[src/rtl/gate_test_mem_server_if.sv]
// Command/byte bus between the verification controller and the
// gate-test memory server.
interface gate_test_mem_server_if;
  logic [7:0]  command;
  logic [15:0] start_address;
  logic [15:0] end_address;
  logic        rx_valid;
  logic [7:0]  rx_data;
  logic [7:0]  tx_byte;
  logic        tx_valid;
  logic        tx_done;
  logic        rx_done;
  logic        busy;
  logic [7:0]  drop_count;

  modport master (
    output command,
    output start_address,
    output end_address,
    output rx_valid,
    output rx_data,
    input  tx_byte,
    input  tx_valid,
    input  tx_done,
    input  rx_done,
    input  busy,
    input  drop_count
  );

  modport slave (
    input  command,
    input  start_address,
    input  end_address,
    input  rx_valid,
    input  rx_data,
    output tx_byte,
    output tx_valid,
    output tx_done,
    output rx_done,
    output busy,
    output drop_count
  );
endinterface

[src/rtl/gate_test_mem_server.sv]
// Processor-side responder of the gate-tester link: owns the test
// vector/result memory and services read and write transfers.
module gate_test_mem_server #(
  parameter int unsigned DEPTH     = 16,
  parameter logic [7:0]  CMD_READ  = 8'h00,
  parameter logic [7:0]  CMD_WRITE = 8'h01
) (
  input logic clk,
  input logic rst,
  gate_test_mem_server_if.slave bus
);

  localparam int AW = $clog2(DEPTH);

  localparam logic [2:0] S_IDLE  = 3'd0;
  localparam logic [2:0] S_WRITE = 3'd1;
  localparam logic [2:0] S_WDONE = 3'd2;
  localparam logic [2:0] S_READ  = 3'd3;
  localparam logic [2:0] S_RDONE = 3'd4;

  logic [2:0]    state;
  logic [2:0]    state_nx;
  logic [7:0]    last_cmd;
  logic [15:0]   ptr;
  logic [15:0]   end_q;
  logic [7:0]    mem [DEPTH];

  logic [7:0]    tx_byte_q;
  logic          tx_valid_q;
  logic          tx_done_q;
  logic          rx_done_q;
  logic          busy_q;
  logic [7:0]    drop_q;

  logic          accept;
  logic          at_end;
  logic          empty;
  logic          wr_en;
  logic [AW-1:0] idx;

  assign idx    = ptr[AW-1:0];
  assign accept = (state == S_IDLE) &&
                  (bus.command != last_cmd);
  assign at_end = (ptr == end_q);
  assign empty  = (bus.end_address < bus.start_address);
  assign wr_en  = (state == S_WRITE) && bus.rx_valid;

  always_comb begin
    state_nx = state;
    unique case (state)
      S_IDLE: begin
        if (accept) begin
          if (bus.command == CMD_WRITE)
            state_nx = empty ? S_WDONE : S_WRITE;
          else if (bus.command == CMD_READ)
            state_nx = empty ? S_RDONE : S_READ;
        end
      end
      S_WRITE: begin
        if (bus.rx_valid && at_end)
          state_nx = S_WDONE;
      end
      S_WDONE: state_nx = S_IDLE;
      S_READ: begin
        if (at_end)
          state_nx = S_RDONE;
      end
      S_RDONE: state_nx = S_IDLE;
      default: state_nx = S_IDLE;
    endcase
  end

  // Unknown command codes still update last_cmd so they are not re-seen.
  always_ff @(posedge clk or posedge rst) begin
    if (rst) begin
      state    <= S_IDLE;
      last_cmd <= 8'hFF;
      ptr      <= '0;
      end_q    <= '0;
    end else begin
      state <= state_nx;
      if (accept) begin
        last_cmd <= bus.command;
        ptr      <= bus.start_address;
        end_q    <= bus.end_address;
      end else if (wr_en && !at_end) begin
        ptr <= ptr + 16'd1;
      end else if (state == S_READ && !at_end) begin
        ptr <= ptr + 16'd1;
      end
    end
  end

  always_ff @(posedge clk or posedge rst) begin
    if (rst) begin
      for (int i = 0; i < int'(DEPTH); i++)
        mem[i] <= '0;
    end else if (wr_en) begin
      mem[idx] <= bus.rx_data;
    end
  end

  // rx_done coincides with WDONE; tx_done trails RDONE by one cycle.
  always_ff @(posedge clk or posedge rst) begin
    if (rst) begin
      tx_byte_q  <= '0;
      tx_valid_q <= 1'b0;
      tx_done_q  <= 1'b0;
      rx_done_q  <= 1'b0;
      busy_q     <= 1'b0;
      drop_q     <= '0;
    end else begin
      tx_valid_q <= (state == S_READ);
      tx_done_q  <= (state == S_RDONE);
      rx_done_q  <= (state_nx == S_WDONE);
      busy_q     <= (state_nx != S_IDLE);
      if (state == S_READ)
        tx_byte_q <= mem[idx];
      if (bus.rx_valid && state != S_WRITE &&
          drop_q != 8'hFF)
        drop_q <= drop_q + 8'd1;
    end
  end

  assign bus.tx_byte    = tx_byte_q;
  assign bus.tx_valid   = tx_valid_q;
  assign bus.tx_done    = tx_done_q;
  assign bus.rx_done    = rx_done_q;
  assign bus.busy       = busy_q;
  assign bus.drop_count = drop_q;

endmodule

[src/flat_wrapper.sv]
// flat-port wrapper written by rule: the top's interface ports become plain ports
module gate_test_mem_server_flat 
#(
  parameter int unsigned DEPTH     = 16,
  parameter logic [7:0]  CMD_READ  = 8'h00,
  parameter logic [7:0]  CMD_WRITE = 8'h01
)
  (clk, rst, bus_command, bus_start_address, bus_end_address, bus_rx_valid, bus_rx_data, bus_tx_byte, bus_tx_valid, bus_tx_done, bus_rx_done, bus_busy, bus_drop_count);
  gate_test_mem_server_if bus_i ();
  input logic clk;
  input logic rst;
  input wire logic [$bits(bus_i.command)-1:0] bus_command;
  input wire logic [$bits(bus_i.start_address)-1:0] bus_start_address;
  input wire logic [$bits(bus_i.end_address)-1:0] bus_end_address;
  input wire logic [$bits(bus_i.rx_valid)-1:0] bus_rx_valid;
  input wire logic [$bits(bus_i.rx_data)-1:0] bus_rx_data;
  output wire logic [$bits(bus_i.tx_byte)-1:0] bus_tx_byte;
  output wire logic [$bits(bus_i.tx_valid)-1:0] bus_tx_valid;
  output wire logic [$bits(bus_i.tx_done)-1:0] bus_tx_done;
  output wire logic [$bits(bus_i.rx_done)-1:0] bus_rx_done;
  output wire logic [$bits(bus_i.busy)-1:0] bus_busy;
  output wire logic [$bits(bus_i.drop_count)-1:0] bus_drop_count;
  assign bus_i.command = bus_command;
  assign bus_i.start_address = bus_start_address;
  assign bus_i.end_address = bus_end_address;
  assign bus_i.rx_valid = bus_rx_valid;
  assign bus_i.rx_data = bus_rx_data;
  assign bus_tx_byte = bus_i.tx_byte;
  assign bus_tx_valid = bus_i.tx_valid;
  assign bus_tx_done = bus_i.tx_done;
  assign bus_rx_done = bus_i.rx_done;
  assign bus_busy = bus_i.busy;
  assign bus_drop_count = bus_i.drop_count;
  gate_test_mem_server #(.DEPTH(DEPTH), .CMD_READ(CMD_READ), .CMD_WRITE(CMD_WRITE)) u_core (.clk(clk), .rst(rst), .bus(bus_i));
endmodule
[config.mk]
export PLATFORM = sky130hd
export DESIGN_NAME = gate_test_mem_server_flat
export DESIGN_NICKNAME = d
export VERILOG_FILES = /design/src/rtl/gate_test_mem_server_if.sv /design/src/rtl/gate_test_mem_server.sv /design/src/flat_wrapper.sv
export SDC_FILE = /design/constraint.sdc
export NUM_CORES = 1
export LEC_CHECK = 0
export CORE_UTILIZATION = 60
export CTS_CLUSTER_DIAMETER = 50
export DETAILED_ROUTE_END_ITERATION = 8
export PLACE_DENSITY = 0.81
export SLEW_MARGIN = 25
export SYNTH_ARGS = -nofsm -noshare
export SYNTH_HDL_FRONTEND = slang
export SYNTH_SLANG_ARGS = --single-unit
[constraint.sdc]
create_clock -name clk -period 9.9 [get_ports clk]
set_input_delay 1.98 -clock clk [delete_from_list [all_inputs] [get_ports clk]]
set_output_delay 1.98 -clock clk [all_outputs]
set_load 0.1 [all_outputs]
==> summary.txt, run 1 <==
Final layout
  – Total Nets Final: a little under 900
  – Multi-input gate area: 4370 sq um
  – Syn-to-layout area delta: 14.2%
  – Antenna Cells: 0
  – Share of post-route cells with drive strength above 1: 0.272
  – Share of the core filled with cells: 0.707
  – Filler cell count: approximately 1100
  – Register area: 4790 sq um

Worst setup path
  – Slowest Stage Delay on Critical Path: 0.80 ns
  – Critical Path Source Type: input pin
  – Worst-path cell chain: clkdlybuf4s50_1 -> xor2_1 -> nor4_1 -> a21bo_2 -> mux2_2 -> o211ai_1
  – Critical Path Fanout Max: 45
  – R2R cell count: 5
  – Slowest CP cell: a21bo_2
  – Worst setup path class: in -> reg
  – RR Endpoint: u_core.ptr[4]
  – Worst EP required: 10.24 ns
  – Crit Reg-Reg Startpoint: u_core.ptr[2]
  – Crit. End Element: flip-flop
  – Arrival time at the worst endpoint: 4.51 ns
  – Reg2reg setup slack: around 6.7 ns

Detailed routing
  – Post-detailed-route via-to-cell ratio: slightly above 6
  – Drt first pass iters: 5
  – ANT nets after route: 0
  – Post-Route WL: about 21000 um
  – Total number of vias: roughly 6300
  – DR iter-0 viols: 579
  – DR WL/cell: 20.7 um
  – DRC: 0

Timing
  – Final setup fails: 0
  – Setup WS post-layout: 5.73 ns
  – Post-route setup TNS: 0 ns
  – Rel. slew slack: 0.328
  – Skew final: a little under 0.01 ns
  – Max-slew violation count: 0
  – Tcrit/Tclk final: 0.421
  – Tightest Pin Transition: approximately 1.0 ns
  – RSZ-0062 raised after global routing: no
  – Min Tclk post-route: 4.17 ns
  – WHS: 0.468 ns
  – Final Hold Fails: 0
  – Maximum clock frequency: roughly 0.24 GHz

Global routing
  – Gr usage total: 0.281
  – Vias in the first global route: approximately 6600
  – First-pass GRT wire length: between 30000 and 40000 um
  – GRT Residual Overflow: 0
  – Antenna violations before repair: 0
  – Largest net degree at the start of global routing: 111

Outcome
  – Status: finished, final reports clean

Clocking
  – TritonCTS buffer count: 17
  – CTS tree: built
  – CTS Root Cell: clkbuf_16
  – H-Tree Depth: 4
  – Post-cts hold buffer count: 0
  – CTS clk-pin slew, worst paths: roughly 0.07 ns
  – CTS max path bufs: 2
  – Post-CTS sizing: 0
  – Later-pin clock latency in the skew report: 0.44 ns
  – CTS sink count: 191
  – Post-CTS Setup Bufs: 0

Hold path
  – Hold Path Sink: u_core.last_cmd[4]
  – WHS Path Cells: 2
  – HP Start: u_core.last_cmd[4]
  – HP Class: reg -> reg

Synth
  – Yosys warning total: 0
  – Asr flop ratio synth: 1.00
  – Post-synth EDFFs: 0
  – Main synth FF type: dfrtp_1
  – Top post-synthesis cells by area: dfrtp_1 (48%), mux2_2 (16%), mux4_2 (8.8%)
  – Synth Instances: around 750
  – Syn Area/Cell: 12.6 sq um
  – Count of cell types in the netlist: between 60 and 70
  – Top cell type by total area after synthesis: dfrtp_1
  – Mapped Area: 9490 sq um
  – Yosys top cell area share: 0.483
  – Sequential fraction of the synthesis area: 0.505
  – Syn_nets: 823
  – #FFs+latches synth: approximately 190

Power and ir drop
  – Cell Pwr Density: between 150 and 200 nW/um^2
  – Leakage power: 5.12 nW
  – Max IR drop VDD: 0.175 mV

Placed design
  – Post-DP HPWL: between 10000 and 15000 um
  – PortBufs: 70
  – Routability Congestion: 0.830
  – Pre-CTS setup slack: 5.29 ns

Floorplan
  – Core area: 15300 sq um
  – Die H: 128 um
  – I/O pin cnt: 71
  – Starting Density: 0.619
  – Die Wd: 128 um
  – Num rows: 45
  – Die area: between 15000 and 20000 sq um

Job
  – Maxcap violations: 0
-- routing by layer --
layer	vias to the layer above	wire length [um]	global-route usage
li1	2822	-	-
met1	3264	9000	0.370
met2	193	10800	0.473
met3	37	1020	0.0601
met4	0	399	0.0803
met5	-	0	0
-- power by group --
| group | internal [mW] | switching (mW) |
|---|---|---|
| Clock | 0.358 | 0.308 |
| Combinational | 0.206 | 0.290 |
| Sequential | 0.885 | 0.0864 |
-- synth_stat cells, types with 4 or more instances --
master and number:
a21oi_1 6, and2_1 7, and4_1 4, buf_2 12
buf_6 4, clkbuf_1 22, dfrtp_1 183, dfstp_2 8
ha_1 20, inv_1 25, mux2_2 131, mux4_2 37
nand2_1 117, nand3_1 22, nand4_1 9, nor2_1 11
nor3_1 11, nor4_1 8, o211ai_1 16, o21ai_0 7
or3_1 4, or4_1 7, xor2_1 28
-- through the flow --
step                      area (sq um)  instances  power, mW
final                            10800       1026       2.13
after global routing             10800       1026       2.23
after CTS                        10800       1026       2.14
after detailed placement         10200        995       1.48
after global placement           10200        995       1.45
after floorplan                   9490        752       1.35
-- logic make-up after synthesis --
logic type / after synthesis / synth area share
compound gates: 57 / 0.0441
buf+inv: 68 / 0.0354
flops: 191 / 0.505
xor+xnor: 31 / 0.0286
fa+ha+maj: 20 / 0.0264
mux: 172 / 0.253
simple gates: 213 / 0.108
-- worst max-delay path: cells and delay by family --
kind / cells / cell delay, ns
simple gates: 1 / 0.54
xor+xnor: 1 / 0.17
compound gates: 2 / 0.90
buf+inv: 1 / 0.47
mux: 1 / 0.42
-- cell type report --
cell class / instances / area share
Multi-Input combinational cell: 493 / 0.403
Clock inverter: 12 / 0.0117
Sequential cell: 191 / 0.442
Inverter: 26 / 0.00971
Tap cell: 211 / 0.0244
Clock buffer: 19 / 0.0409
Timing Repair Buffer: 74 / 0.0678
-- layout by cell type, fill, tap and decap left out, drive strengths merged, types with 8 or more instances in the layout --
cell type,synthesis,final
clkbuf,22,19
clkdlybuf4s50,0,70
dfrtp,183,183
dfstp,8,8
ha,20,20
inv,26,31
mux2,131,131
mux4,40,40
nand2,117,117
nand3,23,23
nand4,9,9
nor2,11,11
nor3,11,11
nor4,8,8
o211ai,16,16
xor2,28,28
-- state kept, by name (all words and copies together), names as in the netlist, 3 cells and up --
signal,flops
u_core.mem,128
u_core.bus.tx_byte,8
u_core.bus.drop_count,8
u_core.last_cmd,8
u_core.end_q,16
u_core.ptr,16
u_core.state,3
-- worst max-delay path by stage --
stage	from	slack, ns	end	cells past startpoint
6_report	bus_command[3]	5.73	u_core.ptr[5]	6
5_1_grt	bus_command[3]	5.55	u_core.ptr[13]	6
4_1_cts	bus_command[3]	5.74	u_core.ptr[5]	6
3_5_place_dp	bus_command[3]	5.29	u_core.ptr[5]	6
3_3_place_gp	bus_command[6]	5.35	u_core.ptr[11]	6
2_1_floorplan	rst	2.73	u_core.bus.busy	1
No activity file was read; power rests on OpenSTA's default activity.
==> inputs of run 2 (changes only) <==
--- a/config.mk
+++ b/config.mk
@@ -5,10 +5,10 @@
 export SDC_FILE = /design/constraint.sdc
 export NUM_CORES = 1
 export LEC_CHECK = 0
-export CORE_UTILIZATION = 60
+export CORE_UTILIZATION = 53
 export CTS_CLUSTER_DIAMETER = 50
 export DETAILED_ROUTE_END_ITERATION = 8
-export PLACE_DENSITY = 0.81
+export PLACE_DENSITY = 0.76
 export SLEW_MARGIN = 25
 export SYNTH_ARGS = -nofsm -noshare
 export SYNTH_HDL_FRONTEND = slang
==> constraint.sdc (replaced) <==
create_clock -name clk -period 3.6 [get_ports clk]
set_input_delay 0.72 -clock clk [delete_from_list [all_inputs] [get_ports clk]]
set_output_delay 0.72 -clock clk [all_outputs]
set_load 0.1 [all_outputs]
==> run 2 against run 1 <==
Clock skew down 0.0014 ns; die area up 13%; combinational power increased to 2.8 times the previous value; count of clock-buffer cells in the layout shrank 1; first-iteration DRC count decreased by 13%; sequential share of layout area fell by 0.67 points; global-route usage shrank 2.8 points; worst setup slack worse by 4.9 ns; clock power rose to 3.0 times the previous value; utilization decreased by 7.6 points; via count rose by 1.0%; largest cell class unchanged; largest power group unchanged.
==> summary.txt, run 2 (same netlist as run 1, synthesis figures left out) <==
Clocking
  – CTS tree: built
  – CTS clk-pin slew, worst paths: 0.07 ns
  – CTS Root Cell: clkbuf_16
  – CTS max path bufs: 2
  – Post-CTS Setup Bufs: 0
  – TritonCTS buffer count: 17
  – CTS sink count: between 150 and 200
  – Later-pin clock latency in the skew report: around 0.43 ns
  – Post-cts hold buffer count: 0
  – Post-CTS sizing: 0
  – H-Tree Depth: 4

Placed design
  – Post-DP HPWL: 15200 um
  – # placed instances: just over 1000
  – PortBufs: 70
  – Routability Congestion: 0.858

Hold path
  – WHS Path Cells: 2
  – Hold Path Sink: u_core.last_cmd[2]
  – HP Start: u_core.last_cmd[2]
  – HP Class: reg -> reg

Timing
  – Rel. slew slack: 0.345
  – Tightest Pin Transition: 0.979 ns
  – Tcrit/Tclk final: 0.765
  – Skew final: between 0.008 and 0.009 ns
  – Post-route setup TNS: 0 ns
  – Max-slew violation count: 0
  – Final Hold Fails: 0
  – Min Tclk post-route: 2.75 ns
  – Final setup fails: 0
  – RSZ-0062 raised after global routing: no
  – WHS: 0.467 ns
  – Maximum clock frequency: 0.363 GHz

Final layout
  – Max reg flops: around 130
  – Syn-to-layout area delta: 15.9%
  – Largest Register: u_core.mem
  – Final non-filler cell total: around 1100
  – Antenna Cells: 0
  – Leading cell type in the layout, fill and taps excluded: dfrtp_1
  – Most frequent cells in the layout: dfrtp_1 (182), mux2_2 (131), nand2_1 (117), clkdlybuf4s50_1 (70), mux4_2 (37)
  – Largest regs: u_core.mem x128, u_core.end_q x16, u_core.ptr x16
  – Share of post-route cells with drive strength above 1: 0.283
  – Register area: 4790 sq um
  – Total Nets Final: 886
  – Filler cell count: 1294
  – Multi-input gate area: between 4000 and 5000 sq um

Global routing
  – Gr usage total: 0.253
  – First-pass GRT wire length: 34700 um
  – GRT Residual Overflow: 0
  – Vias in the first global route: 6478
  – Antenna violations before repair: 0
  – Largest net degree at the start of global routing: 114

Power and ir drop
  – Max IR drop VDD: 0.747 mV
  – Cell Pwr Density: 550 nW/um^2
  – Leakage power: 5.21 nW

Worst setup path
  – Worst-path cell chain: xor2_1 -> nor4_1 -> and4_4 -> nor2_1 -> a221o_1
  – Arrival time at the worst endpoint: roughly 3.1 ns
  – RR Endpoint: u_core.ptr[4]
  – Cell family with most CP delay: simple AND/OR/NAND/NOR gates
  – R2R cell count: 5
  – Worst setup path class: reg -> reg
  – Crit path buffers/inverters: 0
  – Worst EP required: a little under 4 ns
  – Reg2reg setup slack: 0.85 ns
  – Slowest CP cell: dfrtp_1
  – Critical Path Fanout Max: 22
  – Slowest Stage Delay on Critical Path: just under 1 ns
  – Crit Reg-Reg Startpoint: u_core.ptr[2]
  – Critical Path Source Type: flip-flop
  – Crit. End Element: flip-flop

Floorplan
  – Num rows: 48
  – Die area: between 15000 and 20000 sq um
  – Core area: ~17000 sq um
  – Die H: approximately 140 um
  – Starting Density: 0.545
  – Die Wd: 136 um
  – I/O pin cnt: 71

Detailed routing
  – Drt first pass iters: 6
  – Post-detailed-route via-to-cell ratio: a little over 6
  – Total number of vias: 6382
  – DR iter-0 viols: about 500
  – DR WL/cell: 20.4 um
  – Post-Route WL: 21500 um
  – DRC: 0
  – ANT nets after route: 0

Job
  – Maxcap violations: 0

Outcome
  – Status: finished, final reports clean
[run 2: cell types whose count changed in the layout (fill, tap and decap cells not counted), sizes merged]
cell and change:
buf +12, clkbuf -1, bufinv +2, clkinvlp -1
[run 2: final cells by class]
class                      count  area share
inverter                      26     0.00922
clock inverter                13      0.0159
tap                          225      0.0256
timing repair buffer          86      0.0769
sequential                   191       0.436
multi-input combinational    493       0.397
clock buffer                  18      0.0399
[run 2: power by group]
| part | internal [mW] | switching [mW] | total [mW] |
|---|---|---|---|
| Sequential | 2.43 | 0.252 | 2.69 |
| Clock | 1.13 | 0.845 | 1.97 |
| Combinational | 0.589 | 0.806 | 1.39 |
| Total | 4.15 | 1.90 | 6.05 |
[run 2: layer usage]
metal  GRT usage  vias to the layer above  part of all wire
met1       0.337                     3228              0.43
met4      0.0724                        0             0.014
met2       0.412                      264              0.49
met5           0                        -                 0
li1            -                     2859                 -
met3      0.0591                       31             0.066
[run 2: worst max-delay path by stage]
stage	startpoint	endpoint	slack, ns	cells past startpoint
after global routing	u_core.ptr[2]	u_core.ptr[1]	0.70	5
final	u_core.ptr[2]	u_core.ptr[4]	0.85	5
after global placement	bus_start_address[7]	u_core.state[1]	0.44	8
after detailed placement	bus_start_address[7]	u_core.state[1]	0.39	8
after CTS	bus_start_address[14]	u_core.state[1]	0.83	8
after floorplan	rst	u_core.bus.busy	0.42	1
[run 2: worst min-delay path, stage by stage (launching register included)]
cell and delay [ns]:
dfstp_2 0.38, nand2_1 0.05, nand2_1 0.05
[run 2: per-stage QoR]
step,total power [mW],setup WS [ns],instance area [sq um],utilization
after floorplan,3.70,0.424,9490,-
after global placement,4.05,0.442,10400,0.596
after detailed placement,4.11,0.389,10400,0.596
after CTS,6.07,0.832,11000,0.631
after global routing,6.31,0.703,11000,0.631
final,6.05,0.847,11000,0.631
==> inputs of run 3 (changes only) <==
--- a/config.mk
+++ b/config.mk
@@ -5,10 +5,10 @@
 export SDC_FILE = /design/constraint.sdc
 export NUM_CORES = 1
 export LEC_CHECK = 0
-export CORE_UTILIZATION = 53
+export CORE_UTILIZATION = 59
 export CTS_CLUSTER_DIAMETER = 50
 export DETAILED_ROUTE_END_ITERATION = 8
-export PLACE_DENSITY = 0.76
+export PLACE_DENSITY = 0.8
 export SLEW_MARGIN = 25
 export SYNTH_ARGS = -nofsm -noshare
 export SYNTH_HDL_FRONTEND = slang
==> constraint.sdc (replaced) <==
create_clock -name clk -period 2.77 [get_ports clk]
set_input_delay 0.554 -clock clk [delete_from_list [all_inputs] [get_ports clk]]
set_output_delay 0.554 -clock clk [all_outputs]
set_load 0.1 [all_outputs]
==> run 3 against run 2 <==
Sequential share of layout area down 0.72 points; critical path depth up 5; clock skew down 0.0025 ns; via count up 1.6%; highest routed layer unchanged; first-iteration DRC count up 6.8%; worst setup slack worse by 0.70 ns; hold slack worse by 0.0017 ns; count of clock-buffer cells in the layout up 3; critical path type is now in -> reg; die area down 10%.
==> summary.txt, run 3 (same netlist as run 1, synthesis figures left out) <==
Outcome
  – Status: finished, final reports clean

Clocking
  – Post-CTS Setup Bufs: 0
  – Post-CTS sizing: 0
  – CTS Root Cell: clkbuf_16
  – TritonCTS buffer count: 17
  – CTS max path bufs: 2
  – Post-cts hold buffer count: 0
  – Later-pin clock latency in the skew report: 0.43 ns
  – CTS clk-pin slew, worst paths: 0.06 ns
  – CTS sink count: 191
  – CTS tree: built
  – H-Tree Depth: 4

Power and ir drop
  – Tot Pwr: 7.71 mW
  – Max IR drop VDD: 0.838 mV
  – Leakage power: between 5 and 6 nW
  – Cell Pwr Density: between 600 and 700 nW/um^2

Timing
  – Tightest Pin Transition: 0.675 ns
  – Max-slew violation count: 0
  – Rel. slew slack: 0.538
  – Final setup fails: 0
  – Min Tclk post-route: approximately 2.6 ns
  – RSZ-0062 raised after global routing: no
  – Maximum clock frequency: between 0.3 and 0.4 GHz
  – Final Hold Fails: 0
  – WHS: 0.465 ns
  – Tcrit/Tclk final: 0.946
  – Skew final: 0.00592 ns

Floorplan
  – Num rows: 45
  – I/O pin cnt: 71
  – Die H: 129 um
  – Die Wd: 129 um
  – Starting Density: 0.615
  – Core area: roughly 15000 sq um
  – Die area: about 17000 sq um

Detailed routing
  – DR WL/cell: 20.1 um
  – Metal-1 WL: between 9000 and 10000 um
  – ANT nets after route: 0
  – Met3 WL: 1190 um
  – Total number of vias: about 6500
  – DR iter-0 viols: 535
  – Metal2 WL: 10600 um
  – Highest routed layer: met4
  – Post-detailed-route via-to-cell ratio: 6.03
  – Post-Route WL: 21600 um
  – Drt first pass iters: 6
  – DRC: 0

Final layout
  – Antenna Cells: 0
  – Filler cell count: 1037
  – Max reg flops: 128
  – Total Nets Final: a little over 900
  – Most frequent cells in the layout: dfrtp_1 (182), mux2_2 (131), nand2_1 (117), buf_4 (70), clkdlybuf4s50_1 (50)
  – Syn-to-layout area delta: 17.9%
  – Share of post-route cells with drive strength above 1: 0.332
  – Largest Register: u_core.mem
  – Largest regs: u_core.mem x128, u_core.end_q x16, u_core.ptr x16
  – Design Area, Final: 11200 sq um
  – Leading cell type in the layout, fill and taps excluded: dfrtp_1

Worst setup path
  – Worst setup path class: in -> reg
  – Critical Path Fanout Max: 4
  – Cell family with most CP delay: compound AO/OA/AOI/OAI gates
  – Slowest Stage Delay on Critical Path: 0.62 ns
  – Crit. End Element: flip-flop
  – Worst-path cell chain: clkdlybuf4s50_1 -> inv_1 -> ha_1 -> nand4_1 -> buf_4 -> a311oi_1 -> a2111oi_0 -> buf_4 -> nand2_1 -> a211o_1
  – Arrival time at the worst endpoint: roughly 2.9 ns
  – Worst EP required: 3.08 ns
  – Most frequent cell on the critical path: buf_4
  – Slowest CP cell: a2111oi_0
  – Critical Path Source Type: input pin
  – Crit path buffers/inverters: 4

Global routing
  – Gr usage total: 0.281
  – Antenna violations before repair: 0
  – First-pass GRT wire length: 35000 um
  – Largest net degree at the start of global routing: 131
  – GRT Residual Overflow: 0
  – Vias in the first global route: roughly 6600

Placed design
  – Routability Congestion: around 0.91
  – Post-DP HPWL: roughly 15000 um
  – PortBufs: 70
  – Area of placed instances: 10600 sq um

Hold path
  – HP Class: reg -> reg

Job
  – Maxcap violations: 0
run 3: changes by cell type in the layout (fill, tap and decap cells not counted), sizes merged:
cell	delta
inv	-2
clkdlybuf4s50	-20
bufinv	-1
clkbuf	+3
buf	+57
run 3: worst register-to-register path, delay by kind of cell, from the launching register on:
family,cells,cell delay [ns]
compound gates,1,0.10
simple gates,4,1.22
buf+inv,1,0.17
flops,1,0.58
fa+ha+maj,1,0.32
run 3: layer usage:
| layer | track usage | up-vias |
|---|---|---|
| li1 | - | 2938 |
| met4 | 0.0893 | 0 |
| met2 | 0.461 | 221 |
| met1 | 0.384 | 3296 |
| met3 | 0.0524 | 32 |
| met5 | 0 | - |
run 3: through the flow:
stage                      util  setup WS [ns]  setup TNS, ns  std cells
final                     0.725          0.149              0       1075
after global routing      0.725         0.0807              0       1075
after CTS                 0.725          0.196              0       1075
after detailed placement  0.687         -0.155         -0.345       1044
after global placement    0.687        -0.0478        -0.0671       1044
after floorplan               -         -0.240         -43.90        752
run 3: worst paths after layout:
kind / endpoint / start / slack, ns / cells past startpoint
min reg2reg: u_core.last_cmd[3] / u_core.last_cmd[3] / 0.46 / 2
min: u_core.last_cmd[3] / u_core.last_cmd[3] / 0.46 / 2
max in group asynchronous: u_core.ptr[0] / rst / 1.48 / 3
min in group asynchronous: u_core.mem[112] / rst / 0.60 / 3
max: u_core.state[1] / bus_start_address[14] / 0.15 / 10
max reg2reg: u_core.ptr[12] / u_core.ptr[0] / 0.30 / 7
run 3: power breakdown:
group	leakage [nW]	switching, mW	internal, mW
logic	2.58	1.07	0.775
clock network	0.275	1.04	1.36
registers	2.53	0.301	3.17
total	5.39	2.41	5.30
run 3: layout make-up:
| type | instances | area [sq um] | area share |
|---|---|---|---|
| inverter | 26 | 101 | 0.00906 |
| clock buffer | 21 | 450 | 0.0403 |
| sequential | 191 | 4790 | 0.428 |
| clock inverter | 10 | 128 | 0.0114 |
| tap | 211 | 264 | 0.0236 |
| timing repair buffer | 123 | 1090 | 0.0971 |
| multi-input combinational | 493 | 4360 | 0.390 |
